[config.mk]
export PLATFORM = sky130hd
export DESIGN_NAME = serial_subtractor
export DESIGN_NICKNAME = d
export VERILOG_FILES = /design/src/rtl/serial_subtractor.sv
export SDC_FILE = /design/constraint.sdc
export NUM_CORES = 1
export LEC_CHECK = 0
export CAP_MARGIN = 5
export CORE_MARGIN = 3
export CORE_UTILIZATION = 49
export CTS_BUF_LIST = sky130_fd_sc_hd__clkbuf_4 sky130_fd_sc_hd__clkbuf_8
export DETAILED_ROUTE_END_ITERATION = 10
export PLACE_DENSITY = 0.78
export SYNTH_ARGS = -nofsm -noshare
export SYNTH_HDL_FRONTEND = slang
export SYNTH_SLANG_ARGS = --single-unit
[constraint.sdc]
create_clock -name CLK -period 4.4 [get_ports CLK]
set_clock_uncertainty 0.05 [all_clocks]
set_input_delay 0.66 -clock CLK [delete_from_list [all_inputs] [get_ports CLK]]
set_output_delay 0.66 -clock CLK [all_outputs]
set_load 0.01 [all_outputs]
[src/rtl/serial_subtractor.sv]
// Bit-serial unsigned/two's-complement subtractor: computes A-B one bit per clock, LSB first,
// and presents D, BO, V and ZERO together with a one-cycle DONE pulse after WIDTH shift cycles.
module serial_subtractor #(
  parameter int WIDTH = 32
) (
  input  logic             CLK,
  input  logic             RST,
  input  logic             START,
  input  logic [WIDTH-1:0] A,
  input  logic [WIDTH-1:0] B,
  output logic [WIDTH-1:0] D,
  output logic             BO,
  output logic             V,
  output logic             ZERO,
  output logic             BUSY,
  output logic             DONE
);

  typedef enum logic [1:0] {
    S_IDLE,
    S_SHIFT,
    S_DONE
  } state_t;

  localparam int            CW   = (WIDTH > 2) ? $clog2(WIDTH) : 1;
  localparam logic [CW-1:0] LAST = CW'(WIDTH - 1);

  state_t           state_q, state_d;
  logic [WIDTH-1:0] a_q, a_d;
  logic [WIDTH-1:0] b_q, b_d;
  logic [WIDTH-1:0] r_q, r_d;
  logic [WIDTH-1:0] d_q, d_d;
  logic [CW-1:0]    cnt_q, cnt_d;
  logic             br_q, br_d;
  logic             a_msb_q, a_msb_d;
  logic             b_msb_q, b_msb_d;
  logic             bo_q, bo_d;
  logic             v_q, v_d;
  logic             zero_q, zero_d;
  logic             busy_q, busy_d;
  logic             done_q, done_d;
  logic             armed_q, armed_d;

  logic             accept;
  logic             diff_bit;
  logic             br_next;
  logic [WIDTH-1:0] res_next;

  // armed_q stays low through the first edge after reset release, so a START
  // coincident with that edge is never taken.
  assign accept   = armed_q && START && (state_q != S_SHIFT);
  assign diff_bit = a_q[0] ^ b_q[0] ^ br_q;
  assign br_next  = (~a_q[0] & b_q[0]) | (~(a_q[0] ^ b_q[0]) & br_q);
  assign res_next = {diff_bit, r_q[WIDTH-1:1]};

  // NOTE: every variable gets its hold value before the case so no path leaves
  // one unassigned; a missing default would infer a latch.
  always_comb begin
    state_d = state_q;
    a_d     = a_q;
    b_d     = b_q;
    r_d     = r_q;
    d_d     = d_q;
    cnt_d   = cnt_q;
    br_d    = br_q;
    a_msb_d = a_msb_q;
    b_msb_d = b_msb_q;
    bo_d    = bo_q;
    v_d     = v_q;
    zero_d  = zero_q;
    busy_d  = busy_q;
    done_d  = 1'b0;
    armed_d = 1'b1;

    if (accept) begin
      a_d     = A;
      b_d     = B;
      a_msb_d = A[WIDTH-1];
      b_msb_d = B[WIDTH-1];
      br_d    = 1'b0;
      cnt_d   = '0;
      busy_d  = 1'b1;
      state_d = S_SHIFT;
    end else begin
      case (state_q)
        S_IDLE: state_d = S_IDLE;
        S_SHIFT: begin
          a_d   = a_q >> 1;
          b_d   = b_q >> 1;
          br_d  = br_next;
          r_d   = res_next;
          cnt_d = cnt_q + 1'b1;
          if (cnt_q == LAST) begin
            // The last diff bit lands in the MSB, so it is also D[MSB] for V.
            d_d     = res_next;
            bo_d    = br_next;
            v_d     = (a_msb_q != b_msb_q) && (diff_bit != a_msb_q);
            zero_d  = (res_next == '0);
            done_d  = 1'b1;
            busy_d  = 1'b0;
            cnt_d   = '0;
            state_d = S_DONE;
          end
        end
        S_DONE:  state_d = S_IDLE;
        default: state_d = S_IDLE;
      endcase
    end
  end

  // NOTE: state registers use non-blocking assignments so every flop samples
  // the pre-edge values regardless of evaluation order.
  always_ff @(posedge CLK or posedge RST) begin
    if (RST) begin
      state_q <= S_IDLE;
      a_q     <= '0;
      b_q     <= '0;
      r_q     <= '0;
      d_q     <= '0;
      cnt_q   <= '0;
      br_q    <= 1'b0;
      a_msb_q <= 1'b0;
      b_msb_q <= 1'b0;
      bo_q    <= 1'b0;
      v_q     <= 1'b0;
      zero_q  <= 1'b0;
      busy_q  <= 1'b0;
      done_q  <= 1'b0;
      armed_q <= 1'b0;
    end else begin
      state_q <= state_d;
      a_q     <= a_d;
      b_q     <= b_d;
      r_q     <= r_d;
      d_q     <= d_d;
      cnt_q   <= cnt_d;
      br_q    <= br_d;
      a_msb_q <= a_msb_d;
      b_msb_q <= b_msb_d;
      bo_q    <= bo_d;
      v_q     <= v_d;
      zero_q  <= zero_d;
      busy_q  <= busy_d;
      done_q  <= done_d;
      armed_q <= armed_d;
    end
  end

  assign D    = d_q;
  assign BO   = bo_q;
  assign V    = v_q;
  assign ZERO = zero_q;
  assign BUSY = busy_q;
  assign DONE = done_q;

endmodule

Word-level counts from Yosys, hierarchy flattened:

Index checks and enable logic that the tools add are counted.

* equality and inequality tests: 6
* shift operators: 0
* $add $sub $neg: 1
* bitwise operators: 8
* reduce and logical (&&, ||, !) cells: 9
* multipliers: 0
* mux-type cells: 18
* magnitude comparators: 0
* divide/modulo/power cells: 0

Operator list (number)
* 32-bit 2-to-1 mux: 4
* 32-bit logical NOT: 1
* 5-bit 2-to-1 mux: 3
* 1-bit 2-to-1 mux: 8
* 2-bit 2-to-1 mux: 3
* 5-bit by 1-bit adder with 5-bit output (second input constant): 1
* 5-bit == test (second input constant): 1
* 2-bit AND reduction: 2
* 2-bit nonzero test: 2
* 1-bit logical AND: 3
* 3-bit inequality test (second input constant): 1
* 1-bit NOT: 3
* 3-bit AND reduction: 1
* 1-bit bitwise AND: 2
* 2-bit by 1-bit == test with 1-bit output (second input constant): 1
* 1-bit inequality test: 2
* 2-bit by 1-bit inequality test with 1-bit output (second input constant): 1
* 1-bit bitwise XOR: 2
* 1-bit bitwise OR: 1

* register bits after elaboration: 144
* memories: 0
* memory bits (read-only): 0
* bits in writable memories: 0
* word-level logic and storage cells: 57
* input bits: 67
* output and inout bits: 37
* latch bits: 0

Longest topological paths before layout:

Gate-level depths: netlist of the first run.

* depth in word-level cells: 6
* depth in mapped cells: 7
* mapped depth without buffers: 6

Worst setup path before layout of the first run:

Ideal clock, no wire load.

* kind: reg-to-reg
* start point: register cnt_q[0]
* end point: register cnt_q[3]
* arrival: 1.760 ns
* slack: 2.508 ns
* library setup time: 0.083 ns
* required time: 4.267 ns
* path buffers: 0
* clock period less this slack: 1.892 ns
* stages on the path, launching flop included: 7
* cell sequence: dfrtp_1 > ha_1 > and3_1 > ha_1 > or3b_1 > or3_1 > o21ai_0

* longest elaborated chain between the ends: 4
* elaborated cells between the ends (all ways): 5
* those cells by class: 1 x add/sub; 1 x eq/ne; 3 x mux

Ends and longest elaborated chain
* start, declared: RTL line 33 `logic [CW-1:0] cnt_q, cnt_d;`
* start signal, assigned: RTL line 136 `cnt_q <= cnt_d;`
* 5-bit by 1-bit adder with 5-bit output / 5-bit == test (equally long branches): RTL line 92, 93
* 5-bit 2-to-1 mux *: RTL line 93 `if (cnt_q == LAST) begin`
* 5-bit 2-to-1 mux *: RTL line 85 `case (state_q)`
* 5-bit 2-to-1 mux *: RTL line 75 `if (accept) begin`

Every way passes the cells marked *; elsewhere a longest branch is shown, timed or not. The select of a mux whose other input is x is not followed.
A chain may end at the register's enable or synchronous reset.

Worst setup path in the final report of the first run:

* start point: input port START
* end point: register a_q[24]

* longest elaborated chain between the ends: 3
* elaborated cells between the ends (all ways): 4
* those cells by class: 1 x mux; 3 x reduce/logical

Ends and longest elaborated chain
* start, declared: RTL line 8 `input logic START,`
* 1-bit logical AND * (2 in a row): RTL line 51 `assign accept = armed_q && START && (state_q != S_SHIFT);`
* 32-bit 2-to-1 mux / 2-bit nonzero test (equally long branches)
* end signal, assigned: RTL line 116 `a_q <= '0;`
* end signal, assigned: RTL line 132 `a_q <= a_d;`
* end, declared: RTL line 29 `logic [WIDTH-1:0] a_q, a_d;`

Every way passes the cells marked *; elsewhere a longest branch is shown, timed or not.

==> results of run 1 <==
## worst max-delay path, cell delays in order
cell             delay, ns
clkdlybuf4s50_1       0.50
nand2_4               0.70
buf_4                 0.41
mux2i_1               0.23
o21ai_0               0.11
## registers in the layout, indices dropped and copies added, names as in the netlist
| register | count |
|---|---|
| BO | 1 |
| BUSY | 1 |
| D | 32 |
| DONE | 1 |
| V | 1 |
| ZERO | 1 |
| a_msb_q | 1 |
| a_q | 32 |
| armed_q | 1 |
| b_msb_q | 1 |
| b_q | 32 |
| br_q | 1 |
| cnt_q | 5 |
| r_q | 31 |
| state_q | 2 |
## metrics by stage
step                      hold slack (ns)  cells  instance area [sq um]
after global placement              0.406    770                   7140
after floorplan                     0.399    547                   6010
after detailed placement            0.416    770                   7140
final                               0.429    802                   7580
after CTS                           0.434    802                   7580
after global routing                0.464    802                   7580
## final timing paths
kind | endpoint | from | slack [ns]
hold reg to reg | a_q[12]$_DFFE_PP0P_ | a_q[13]$_DFFE_PP0P_ | 0.43
min in group asynchronous | b_q[11]$_DFFE_PP0P_ | RST | 0.61
max in group asynchronous | D[25]$_DFFE_PP0P_ | RST | 2.59
setup reg to reg | D[20]$_DFFE_PP0P_ | cnt_q[0]$_DFFE_PP0P_ | 2.25
setup / recovery | a_q[24]$_DFFE_PP0P_ | START | 2.00
hold / removal | a_q[12]$_DFFE_PP0P_ | a_q[13]$_DFFE_PP0P_ | 0.43
## cell type report
cell class              count  area, sq um
repair buffers            113         1110
clock buffers              23          310
fillers                   904         4130
flip-flops and latches    143         3580
multi-input cells         365         2250
clock inverters             9          130
well taps                 143          179
inverters                   6         26.3
## metal layers
layer	wire length, um	vias to the layer above	share of wire
met1	5390	2002	0.45
met5	0	-	0
met4	217	0	0.018
met2	5910	72	0.49
li1	-	2037	-
met3	438	19	0.037
## synth_stat cells (2+ instances only)
library cell and instances:
a21oi_1 4, a22o_1 3, buf_2 17, buf_4 6
clkbuf_1 10, dfrtp_1 143, ha_1 2, inv_1 6
mux2_2 34, mux2i_1 62, nand2_1 161, nand3_1 4
nand4_1 2, nor2b_1 3, nor3b_1 2, nor4_1 8
o21ai_0 67, o2bb2ai_1 2
## kinds of logic (layout without fill, tap and decap cells)
group	after synthesis	count (layout)	share of synthesized area
adder cells (fa/ha/maj)	3	3	0.00750
flip-flops	143	143	0.596
buffers and inverters	39	151	0.0317
multiplexers	96	96	0.167
other	1	1	0.000625
AND/OR/NAND/NOR	186	186	0.127
AO/OA/AOI/OAI	79	79	0.0703
## power groups by stage
stage / Combinational (uW) / Sequential, uW / Clock, uW
floorplan: 719 / 1970 / 0
global placement: 903 / 2040 / 0
detailed placement: 962 / 2060 / 0
CTS: 963 / 2040 / 1140
global route: 1110 / 2100 / 1200
finish: 948 / 2040 / 1120
==> results.json, run 1 <==
{
  "status": "completed",
  "crit_fanout": 53,
  "post-place-ws_ns": 1.54,
  "drtIter0Drc": 272,
  "wl_per_cell_um": 14.9,
  "fmax_ghz": 0.416,
  "period_minus_slack_ns": 2.40,
  "grtUsageMet2": 0.308,
  "die_w_um": 117,
  "crit_type": "in -> reg",
  "layout_setup_ws_ns": 2.00,
  "dr.pass1.iters": 4,
  "ys_warn_count": 0,
  "met1_usage": 0.246,
  "dp_hpwl_um": 8270,
  "gp_congestion": 0.809,
  "hold_viol": 0,
  "grt.busiest_layer": "met2",
  "coreArea_sq_um": 11700,
  "cts_max_path_buffers": 2,
  "die-area_sq_um": 13600,
  "grt_overflow": 0,
  "antenna_left": 0,
  "synthArstFlopShare": 1.00,
  "syn_nets": 617,
  "pwr_density_cell_nw_per_um2": 542,
  "drc": 0,
  "p_int_uw": 2810,
  "clk_pin_slew_ns": 0.07,
  "met3_usage": 0.0451,
  "slew_violations": 0,
  "grt_usage": 0.189,
  "synth_cells": 547,
  "rows": 39,
  "final_util": 0.647,
  "cts_setup_buffers": 0,
  "cp.arrival_ns": 2.62,
  "htree_levels": 4,
  "vias": 4130,
  "p_leak_uw": 0.00365,
  "swShare": 0.316,
  "grt_pass1_wl_um": 19900,
  "placement.io_buffers": 103,
  "start_util": 0.512,
  "finalSetupViolations": 0,
  "grt_start_max_net_pins": 60,
  "holdPathStages": 2,
  "ctsRootBufferMaster": "clkbuf_8",
  "grt_pass1_vias": 4144,
  "antenna_cells": 0,
  "combinationalPowerShare": 0.231,
  "drt-total-wl_um": 11900,
  "antenna_found_initial": 0,
  "start_kind": "primary input",
  "ios": 104,
  "clkPwrFrac": 0.273,
  "ys.flop_type": "dfrtp_1",
  "drv_cap": 0,
  "power_uw": 4100,
  "rsz0062_at_grt": "no",
  "dieHeight_um": 117,
  "synth_top_area_frac": 0.596,
  "synthTopCellsByArea": "dfrtp_1 60%, mux2i_1 10%, nand2_1 10%, mux2_2 6.4%, o21ai_0 5.6%",
  "power_frac_seq": 0.496,
  "syn2layout_area_growth_pct": 26.3,
  "drive_gt1_frac": 0.120,
  "totalNegativeSetupSlack_ns": 0,
  "synth_area_sq_um": 6000,
  "min-delay-path-class": "reg -> reg",
  "ys_seq_area_frac": 0.596,
  "final_common_cell": "nand2_1",
  "ys_ff_latch": 143,
  "ys_types": 29,
  "via_per_inst": 5.15,
  "numCtsBuffers": 17,
  "worst_ir_drop_vdd_mv": 0.274,
  "cts_resized": 0,
  "maxSlewHeadroom": 0.289,
  "layout_common_cells": "160 x nand2_1, 143 x dfrtp_1, 103 x clkdlybuf4s50_1",
  "switchingPower_uw": 1300,
  "required_ns": 4.62,
  "synth_edf_count": 0,
  "endpoint_kind": "flop",
  "cts_tree": "done",
  "synth_top_area_cell": "dfrtp_1",
  "synth.avg_cell_area_sq_um": 11.0,
  "cts.sinks": 143,
  "clkLatencyLatePin_ns": 0.44,
  "worst_r2r_path_depth": 6,
  "tightestPinTransition_ns": 1.06,
  "post-route-period-util": 0.546,
  "holdBufCountCts": 0,
  "nNetsFinal": 716
}
(Power assumes the default switching activity.)
==> inputs of run 2 (changes only) <==
- clock period: 4.4 -> 2.12 ns (I/O delays scaled with it)
==> run 2 against run 1 <==
Against the previous run:
- register-to-register slack got worse by 2.2 ns
- total power is 110% higher
- combinational power is 110% higher
- wire length rose by 1.0%
- setup slack got worse by 1.9 ns
- final area is 0.56% higher
- largest cell class unchanged
- largest power group unchanged
==> results.json, run 2 (synthesis gave the netlist of run 1 again) <==
{
  "post-place-ws_ns": 0.0927,
  "min-delay-path-class": "in -> async",
  "rows": 39,
  "htree_levels": 4,
  "hold_viol": 0,
  "ctsRootBufferMaster": "clkbuf_8",
  "crit_type": "reg -> reg",
  "via_per_inst": 5.26,
  "endpoint_kind": "flop",
  "drv_cap": 0,
  "grt_start_max_net_pins": 101,
  "start_kind": "flop",
  "crit_fanout": 4,
  "cts_max_path_buffers": 2,
  "rsz0062_at_grt": "no",
  "crit_slowest_cell": "or3b_4",
  "vias": 4217,
  "p_leak_uw": 0.00369,
  "start_util": 0.512,
  "numCtsBuffers": 17,
  "antenna_found_initial": 0,
  "coreArea_sq_um": 11700,
  "worst_ir_drop_vdd_mv": 0.493,
  "cts_tree": "done",
  "layout_setup_ws_ns": 0.0967,
  "dp_hpwl_um": 8170,
  "dieHeight_um": 117,
  "die-area_sq_um": 13600,
  "worst_r2r_path_depth": 6,
  "cts_setup_buffers": 0,
  "grt_pass1_wl_um": 19800,
  "placement.io_buffers": 103,
  "cts_resized": 0,
  "antenna_left": 0,
  "required_ns": 2.41,
  "fillers": 914,
  "drtIter0Drc": 304,
  "nNetsFinal": 715,
  "syn2layout_area_growth_pct": 27.0,
  "grt_usage": 0.187,
  "post-route-period-util": 0.954,
  "final_area_sq_um": 7620,
  "crit_chain": "ha_1 -> and3_1 -> ha_1 -> or3b_4 -> or3_1 -> o21ai_0",
  "fmax_ghz": 0.494,
  "holdBufCountCts": 0,
  "slew_violations": 0,
  "clkLatencyLatePin_ns": 0.43,
  "wl_per_cell_um": 15.1,
  "finalSetupViolations": 0,
  "critPathMaxStageDelay_ns": 0.42,
  "drive_gt1_frac": 0.120,
  "layout_common_cells": "160 x nand2_1, 143 x dfrtp_1, 103 x clkdlybuf4s50_1",
  "crit_top_cell": "ha_1",
  "final_common_cell": "nand2_1",
  "antenna_cells": 0,
  "grt_overflow": 0,
  "cts.sinks": 143,
  "period_minus_slack_ns": 2.02,
  "gp_congestion": 0.814,
  "status": "completed",
  "pwr_density_cell_nw_per_um2": 1120,
  "cp.arrival_ns": 2.32,
  "placed_cell_area_sq_um": 7190,
  "clk_pin_slew_ns": 0.07,
  "drt-total-wl_um": 12100,
  "die_w_um": 117,
  "drc": 0,
  "ios": 104,
  "grt_pass1_vias": 4215,
  "dr.pass1.iters": 5
}
## run 2: cell count changes in the layout (fill, tap and decap cells not counted), sizes merged
cell,delta
buf,-1
clkinv,+1
clkbuf,+3
clkinvlp,-4
## run 2: final cells by class
cell class	count	area [sq um]	area share
clock buffer	26	320	0.0420
sequential	143	3580	0.470
tap	143	179	0.0235
timing repair buffer	112	1160	0.152
multi-input combinational	365	2250	0.295
clock inverter	6	105	0.0138
inverter	6	26.3	0.00345
## run 2: where the power goes
| part | total, uW | internal (uW) | leakage (uW) | switching [uW] |
|---|---|---|---|---|
| combinational | 2000 | 915 | 0.00170 | 1090 |
| sequential | 4230 | 3600 | 0.00176 | 629 |
| clock | 2280 | 1330 | 0.000226 | 949 |
| total | 8520 | 5850 | 0.00369 | 2670 |
## run 2: stage by stage
step	setup TNS (ns)	cells	hold WS, ns	utilization	power, uW
after floorplan	-5.59	547	0.399	-	5590
after global placement	0	769	0.408	0.614	6100
after detailed placement	0	769	0.414	0.614	6300
after CTS	0	801	0.301	0.651	8600
after global routing	0	801	0.307	0.651	9130
final	0	801	0.307	0.651	8520
## run 2: path summary, 6_finish.rpt
check / from / to / slack (ns)
setup / recovery: cnt_q[0]$_DFFE_PP0P_ / cnt_q[3]$_DFFE_PP0P_ / 0.1
hold / removal: RST / b_q[9]$_DFFE_PP0P_ / 0.31
setup reg to reg: cnt_q[0]$_DFFE_PP0P_ / cnt_q[3]$_DFFE_PP0P_ / 0.1
hold reg to reg: b_q[24]$_DFFE_PP0P_ / b_q[23]$_DFFE_PP0P_ / 0.43
max in group asynchronous: RST / cnt_q[4]$_DFFE_PP0P_ / 1.28
min in group CLK: b_q[24]$_DFFE_PP0P_ / b_q[23]$_DFFE_PP0P_ / 0.43
## run 2: critical path: cells and delay by family, from the launching register on
family	cells	cell delay [ns]
AND/OR/NAND/NOR	3	0.96
AO/OA/AOI/OAI	1	0.08
adder cells (fa/ha/maj)	2	0.45
flip-flops	1	0.40
## run 2: metal layers
metal | part of all wire | GRT usage | vias to the layer above
met5 | 0 | 0 | -
met4 | 0.015 | 0.0795 | 0
met3 | 0.046 | 0.0451 | 13
met2 | 0.50 | 0.306 | 93
met1 | 0.44 | 0.239 | 2062
li1 | - | - | 2049
